==> src/rtl/cram16x4_cfg_seq.sv <==
// Config sequencer for one 16x4 cram tile: turns row commands into timed bitline/wordline pulses.
// Latency: write row 1+SETUP+WL+HOLD cycles accept->ready, readback 1+SETUP+WL cycles accept->rd_valid.
// Backpressure: cmd_ready only in IDLE (no queueing); burst stalls in BWAIT until bw_valid.
module cram16x4_cfg_seq #(
    parameter int unsigned SETUP_CYC = 2,
    parameter int unsigned WL_CYC    = 4,
    parameter int unsigned HOLD_CYC  = 1,
    parameter int unsigned CLR_CYC   = 8
) (
    input  logic        clk,
    input  logic        reset,
    input  logic        cmd_valid,
    output logic        cmd_ready,
    input  logic [1:0]  cmd_op,
    input  logic [3:0]  cmd_row,
    input  logic [3:0]  cmd_data,
    input  logic        bw_valid,
    output logic        bw_ready,
    input  logic [3:0]  bw_data,
    output logic [15:0] wl,
    output logic [3:0]  bl_out,
    output logic        bl_oe,
    input  logic [3:0]  bl_in,
    output logic [15:0] pgate,
    output logic [15:0] reset_b,
    output logic [15:0] vdd_cntl,
    output logic        prog,
    output logic        rd_valid,
    output logic [3:0]  rd_data,
    output logic        busy
);

    typedef enum logic [2:0] {
        S_IDLE, S_CLR, S_SETUP, S_PULSE, S_HOLD, S_BWAIT, S_RSENSE
    } state_t;

    // Phase counter is loaded with (duration-1) and the state exits when it reaches zero.
    localparam logic [3:0] SETUP_LD = 4'(SETUP_CYC - 1);
    localparam logic [3:0] WL_LD    = 4'(WL_CYC - 1);
    localparam logic [3:0] HOLD_LD  = 4'(HOLD_CYC - 1);
    localparam logic [3:0] CLR_LD   = 4'(CLR_CYC - 1);

    state_t      state_q, state_d;
    logic [3:0]  phase_q, phase_d;
    logic [3:0]  row_q, row_d;
    logic [3:0]  data_q, data_d;
    logic        rd_op_q, rd_op_d;
    logic        burst_q, burst_d;
    logic [3:0]  rd_data_q, rd_data_d;

    logic [15:0] wl_q, wl_d;
    logic [15:0] pgate_q, pgate_d;
    logic [15:0] reset_b_q, reset_b_d;
    logic [15:0] vdd_cntl_q;
    logic [3:0]  bl_out_q, bl_out_d;
    logic        bl_oe_q, bl_oe_d;
    logic        prog_q, rd_valid_q, cmd_ready_q, bw_ready_q, busy_q;
    logic        drive_d;
    logic [15:0] row_oh_d;

    // Next-state sequencing: command decode, phase timing and burst row stepping.
    always_comb begin
        state_d   = state_q;
        phase_d   = phase_q;
        row_d     = row_q;
        data_d    = data_q;
        rd_op_d   = rd_op_q;
        burst_d   = burst_q;
        rd_data_d = rd_data_q;
        case (state_q)
            S_IDLE: begin
                if (cmd_valid) begin
                    rd_op_d = 1'b0;
                    burst_d = 1'b0;
                    case (cmd_op)
                        2'b00: begin
                            state_d = S_CLR;
                            phase_d = CLR_LD;
                        end
                        2'b01: begin
                            state_d = S_SETUP;
                            phase_d = SETUP_LD;
                            row_d   = cmd_row;
                            data_d  = cmd_data;
                        end
                        2'b10: begin
                            state_d = S_BWAIT;
                            row_d   = 4'd0;
                            data_d  = 4'd0;
                            burst_d = 1'b1;
                        end
                        default: begin
                            state_d = S_SETUP;
                            phase_d = SETUP_LD;
                            row_d   = cmd_row;
                            data_d  = 4'd0;
                            rd_op_d = 1'b1;
                        end
                    endcase
                end
            end
            S_CLR: begin
                if (phase_q == 4'd0) state_d = S_IDLE;
                else                 phase_d = phase_q - 4'd1;
            end
            S_SETUP: begin
                if (phase_q == 4'd0) begin
                    state_d = S_PULSE;
                    phase_d = WL_LD;
                end else begin
                    phase_d = phase_q - 4'd1;
                end
            end
            S_PULSE: begin
                if (phase_q == 4'd0) begin
                    if (rd_op_q) begin
                        state_d   = S_RSENSE;
                        rd_data_d = bl_in;
                    end else begin
                        state_d = S_HOLD;
                        phase_d = HOLD_LD;
                    end
                end else begin
                    phase_d = phase_q - 4'd1;
                end
            end
            S_HOLD: begin
                if (phase_q == 4'd0) begin
                    if (burst_q && row_q != 4'd15) begin
                        state_d = S_BWAIT;
                        row_d   = row_q + 4'd1;
                    end else begin
                        state_d = S_IDLE;
                    end
                end else begin
                    phase_d = phase_q - 4'd1;
                end
            end
            S_BWAIT: begin
                if (bw_valid) begin
                    state_d = S_SETUP;
                    phase_d = SETUP_LD;
                    data_d  = bw_data;
                end
            end
            S_RSENSE: state_d = S_IDLE;
            default:  state_d = S_IDLE;
        endcase
    end

    // Output decode from the next state so every pin comes straight off a flop.
    always_comb begin
        row_oh_d  = 16'd1 << row_d;
        drive_d   = (state_d == S_SETUP) || (state_d == S_PULSE) || (state_d == S_HOLD);
        wl_d      = (state_d == S_PULSE) ? row_oh_d : 16'd0;
        pgate_d   = drive_d ? row_oh_d : 16'd0;
        reset_b_d = (state_d == S_CLR) ? 16'h0000 : 16'hFFFF;
        bl_oe_d   = drive_d && !rd_op_d;
        bl_out_d  = bl_oe_d ? data_d : 4'd0;
    end

    // State and registered outputs; reset forces the safe idle pattern at once.
    always_ff @(posedge clk or posedge reset) begin
        if (reset) begin
            state_q     <= S_IDLE;
            phase_q     <= 4'd0;
            row_q       <= 4'd0;
            data_q      <= 4'd0;
            rd_op_q     <= 1'b0;
            burst_q     <= 1'b0;
            rd_data_q   <= 4'd0;
            wl_q        <= 16'd0;
            pgate_q     <= 16'd0;
            reset_b_q   <= 16'hFFFF;
            vdd_cntl_q  <= 16'd0;
            bl_out_q    <= 4'd0;
            bl_oe_q     <= 1'b0;
            prog_q      <= 1'b0;
            rd_valid_q  <= 1'b0;
            cmd_ready_q <= 1'b1;
            bw_ready_q  <= 1'b0;
            busy_q      <= 1'b0;
        end else begin
            state_q     <= state_d;
            phase_q     <= phase_d;
            row_q       <= row_d;
            data_q      <= data_d;
            rd_op_q     <= rd_op_d;
            burst_q     <= burst_d;
            rd_data_q   <= rd_data_d;
            wl_q        <= wl_d;
            pgate_q     <= pgate_d;
            reset_b_q   <= reset_b_d;
            vdd_cntl_q  <= 16'd0;
            bl_out_q    <= bl_out_d;
            bl_oe_q     <= bl_oe_d;
            prog_q      <= (state_d != S_IDLE);
            rd_valid_q  <= (state_d == S_RSENSE);
            cmd_ready_q <= (state_d == S_IDLE);
            bw_ready_q  <= (state_d == S_BWAIT);
            busy_q      <= (state_d != S_IDLE);
        end
    end

    assign wl        = wl_q;
    assign pgate     = pgate_q;
    assign reset_b   = reset_b_q;
    assign vdd_cntl  = vdd_cntl_q;
    assign bl_out    = bl_out_q;
    assign bl_oe     = bl_oe_q;
    assign prog      = prog_q;
    assign rd_valid  = rd_valid_q;
    assign rd_data   = rd_data_q;
    assign cmd_ready = cmd_ready_q;
    assign bw_ready  = bw_ready_q;
    assign busy      = busy_q;

endmodule

==> config.mk <==
export PLATFORM = sky130hd
export DESIGN_NAME = cram16x4_cfg_seq
export DESIGN_NICKNAME = d
export VERILOG_FILES = /design/src/rtl/cram16x4_cfg_seq.sv
export SDC_FILE = /design/constraint.sdc
export NUM_CORES = 1
export LEC_CHECK = 0
export BUFFER_PORTS_ARGS = -buffer_cell sky130_fd_sc_hd__buf_2
export CORE_MARGIN = 1
export CORE_UTILIZATION = 30
export DETAILED_ROUTE_END_ITERATION = 7
export GPL_TIMING_DRIVEN = 0
export SLEW_MARGIN = 15
export SYNTH_ARGS = -nofsm -noshare
export SYNTH_HDL_FRONTEND = slang
export SYNTH_SLANG_ARGS = --single-unit
==> constraint.sdc <==
create_clock -name clk -period 5.6 [get_ports clk]
set_clock_uncertainty 0.2 [all_clocks]
set_input_delay 0.56 -clock clk [delete_from_list [all_inputs] [get_ports clk]]
set_output_delay 0.56 -clock clk [all_outputs]
set_load 0.02 [all_outputs]
==> impl_metrics.env <==
export IMPL_hold_viol=0
export IMPL_power_density_mw_per_mm2=539.9
export IMPL_grt_pass1_vias=2277
export IMPL_crit_type="reg2reg"
export IMPL_maxCapViolCount=0
export IMPL_leakage_nw=2.001
export IMPL_netlist_instances=285
export IMPL_routed_wl_um=6817
export IMPL_syn2layout_area_growth_pct=29.03
export IMPL_report_final_slew_viol_count=0
export IMPL_antenna_found_initial=0
export IMPL_worst_slew_pin_slew_ps=665.8
export IMPL_start_util_pct=30.86
export IMPL_place_gp_congestion=0.7982
export IMPL_hold_ws_ps=249.8
export IMPL_setup_tns_ps=0
export IMPL_cp_required_ps=5650
export IMPL_die_y_um=102.3
export IMPL_setup_viol=0
export IMPL_cts_hold_buf=1
export IMPL_drt_iter0_drc=185
export IMPL_dp_cells=517
export IMPL_core_area_mm2=0.009774
export IMPL_gr_total_overflow=0
export IMPL_slew_headroom_pct=55.42
export IMPL_seq_area_frac_synth_pct=52.34
export IMPL_grt_max_degree=63
export IMPL_clk_pin_slew_worst_paths_ps=80
export IMPL_synthesis_area_mm2=0.003017
export IMPL_num_io_pins=100
export IMPL_port_buffers=83
export IMPL_cts_sinks=63
export IMPL_final_common_cell="buf_2"
export IMPL_synth_distinct_cells=55
export IMPL_ir_drop_uv=206.2
export IMPL_fp_dieW_um=102.3
export IMPL_fmax_ghz=0.3331
export IMPL_drtPass1Iterations=4
export IMPL_rsz0062_at_grt="no"
export IMPL_postCtsSetupBuffers=0
export IMPL_arrival_ps=3050
export IMPL_worst_hold_path_type="in2reg"
export IMPL_insertion_delay_ps=340
export IMPL_ys_warnings_count=0
export IMPL_finalPower_mw=2.101
export IMPL_synth_edff_count=0
export IMPL_root_buffer="clkbuf_8"
export IMPL_clockBufferDepth=2
export IMPL_final_cell_mix="85 x buf_2, 61 x dfrtp_1, 32 x nor2_1, 32 x buf_4, 16 x conb_1"
export IMPL_cp_max_fo=10
export IMPL_yosys_register_bits=63
export IMPL_wire_per_inst_um=12.77
export IMPL_worst_setup_path_end_kind="flip-flop"
export IMPL_ant_nets=0
export IMPL_fin_nets=421
export IMPL_die_area_mm2=0.01046
export IMPL_nFillCells=986
export IMPL_htreeDepth=3
export IMPL_drive_above_1_share_pct=40.15
export IMPL_instances_no_fill=534
export IMPL_fin_crit_sh_pct=53.61
export IMPL_async_flop_share_pct=100.0
export IMPL_period_needed_ps=3002
export IMPL_post_route_drc_count=0
export IMPL_cts_tree="yes"
export IMPL_synth_ff_type="dfrtp_1"
export IMPL_viasPerCell=4.463
export IMPL_vias=2383
export IMPL_cts_resized=0
export IMPL_grt_pass1_wl_um=11210
export IMPL_antenna_cells=0
export IMPL_grtUsageTotal_pct=14.23
export IMPL_rows=36
export IMPL_status="finished, final reports clean"
export IMPL_crit_path_start_kind="flip-flop"
export IMPL_cts_buffers=9
export IMPL_avgSynthCellArea_um2=10.58
export IMPL_place_hpwl_um=4957
==> where the power goes <==
part	switching (mW)	internal [mW]
Sequential	0.0744	0.574
Clock	0.178	0.218
Combinational	0.654	0.403
Total	0.906	1.20
==> stage by stage <==
| stage | setup WS [ps] | cell area [um^2] | utilization [%] |
|---|---|---|---|
| 3_5_place_dp | 2676 | 3685 | 37.70 |
| 3_3_place_gp | 2512 | 3655 | 37.39 |
| 4_1_cts | 2633 | 3892 | 39.82 |
| 6_report | 2598 | 3892 | 39.82 |
| 5_1_grt | 2322 | 3892 | 39.82 |
| 2_1_floorplan | 3088 | 3073 | - |
==> state kept, by name, indices dropped and copies added (netlist names) <==
| signal | cells |
|---|---|
| reset_b | 1 |
| bl_out | 4 |
| busy | 1 |
| pgate | 16 |
| cmd_ready | 1 |
| rd_op_q | 1 |
| bw_ready | 1 |
| burst_q | 1 |
| row_q | 4 |
| phase_q | 4 |
| rd_valid | 1 |
| wl | 16 |
| bl_oe | 1 |
| state_q | 3 |
| data_q | 4 |
| rd_data | 4 |
==> cells in the mapped netlist, types with 2 or more instances <==
cell type | number | share of area (%)
buf_6 | 2 | 0.75
and3_1 | 3 | 0.62
or3_1 | 2 | 0.41
a31oi_1 | 2 | 0.41
nor4_2 | 3 | 1.2
o31ai_1 | 3 | 0.75
or2_1 | 2 | 0.41
dfrtp_1 | 61 | 51
a222oi_1 | 4 | 1.3
buf_2 | 2 | 0.33
or3b_1 | 2 | 0.58
buf_4 | 32 | 8.0
nand2b_1 | 7 | 1.5
a21oi_1 | 8 | 1.3
nand3_1 | 8 | 1.3
nor3_1 | 12 | 2.0
inv_2 | 2 | 0.25
o22ai_1 | 2 | 0.41
nand2_1 | 15 | 1.9
nor3_2 | 6 | 2.0
nor2b_1 | 7 | 1.5
o21ai_0 | 5 | 0.83
a21o_1 | 3 | 0.75
inv_1 | 11 | 1.4
nor2_1 | 32 | 4.0
mux2_2 | 4 | 1.5
nand4_1 | 2 | 0.41
o21ai_1 | 6 | 1.0
ha_1 | 3 | 1.2
clkbuf_1 | 8 | 1.0
dfstp_2 | 2 | 1.7
==> cell families after synthesis <==
| family | share of synthesized area (%) |
|---|---|
| flops | 52.34 |
| simple gates | 20.95 |
| compound gates | 10.83 |
| fa+ha+maj | 1.244 |
| mux | 2.571 |
| xor+xnor | 0.2904 |
| other cells | 0.1243 |
| buf+inv | 11.66 |
==> critical path, stage by stage, from the launching register on <==
cell	delay, ps
dfrtp_1	440
inv_1	100
ha_1	170
nor3b_2	570
a31oi_1	190
or2_1	280
a221oi_4	510
nand2_1	230
nor3_1	220
==> path summary, 6_finish.rpt <==
kind                            start          end  slack (ps)  depth (start not counted)
max in group asynchronous       reset  reset_b[14]        4240                          4
setup / recovery           phase_q[0]     pgate[0]        2600                          8
setup reg to reg           phase_q[0]     pgate[0]        2600                          8
hold reg to reg             data_q[2]    data_q[2]         290                          2
hold / removal               bl_in[3]   rd_data[3]         250                          2
min in group asynchronous       reset   rd_data[1]         430                          3
==> metal layers <==
| layer | part of all wire (%) | track usage, % | up-vias |
|---|---|---|---|
| met5 | 0 | 0 | - |
| met4 | 1.4 | 6.374 | 0 |
| met3 | 5.1 | 3.078 | 8 |
| met2 | 47 | 22.82 | 78 |
| met1 | 47 | 18.46 | 1147 |
| li1 | - | - | 1150 |
==> area by class of cell <==
type,instances,area (um^2),share of cell area (%)
flip-flops and latches,63,1579,40.57
multi-input cells,180,1142,29.35
repair buffers,85,452.9,11.64
plain buffers,44,302.8,7.779
well taps,133,166.4,4.275
clock buffers,11,141.4,3.632
clock inverters,5,56.30,1.446
inverters,13,51.30,1.318
Note: power is estimated with default switching activity, not from simulation.
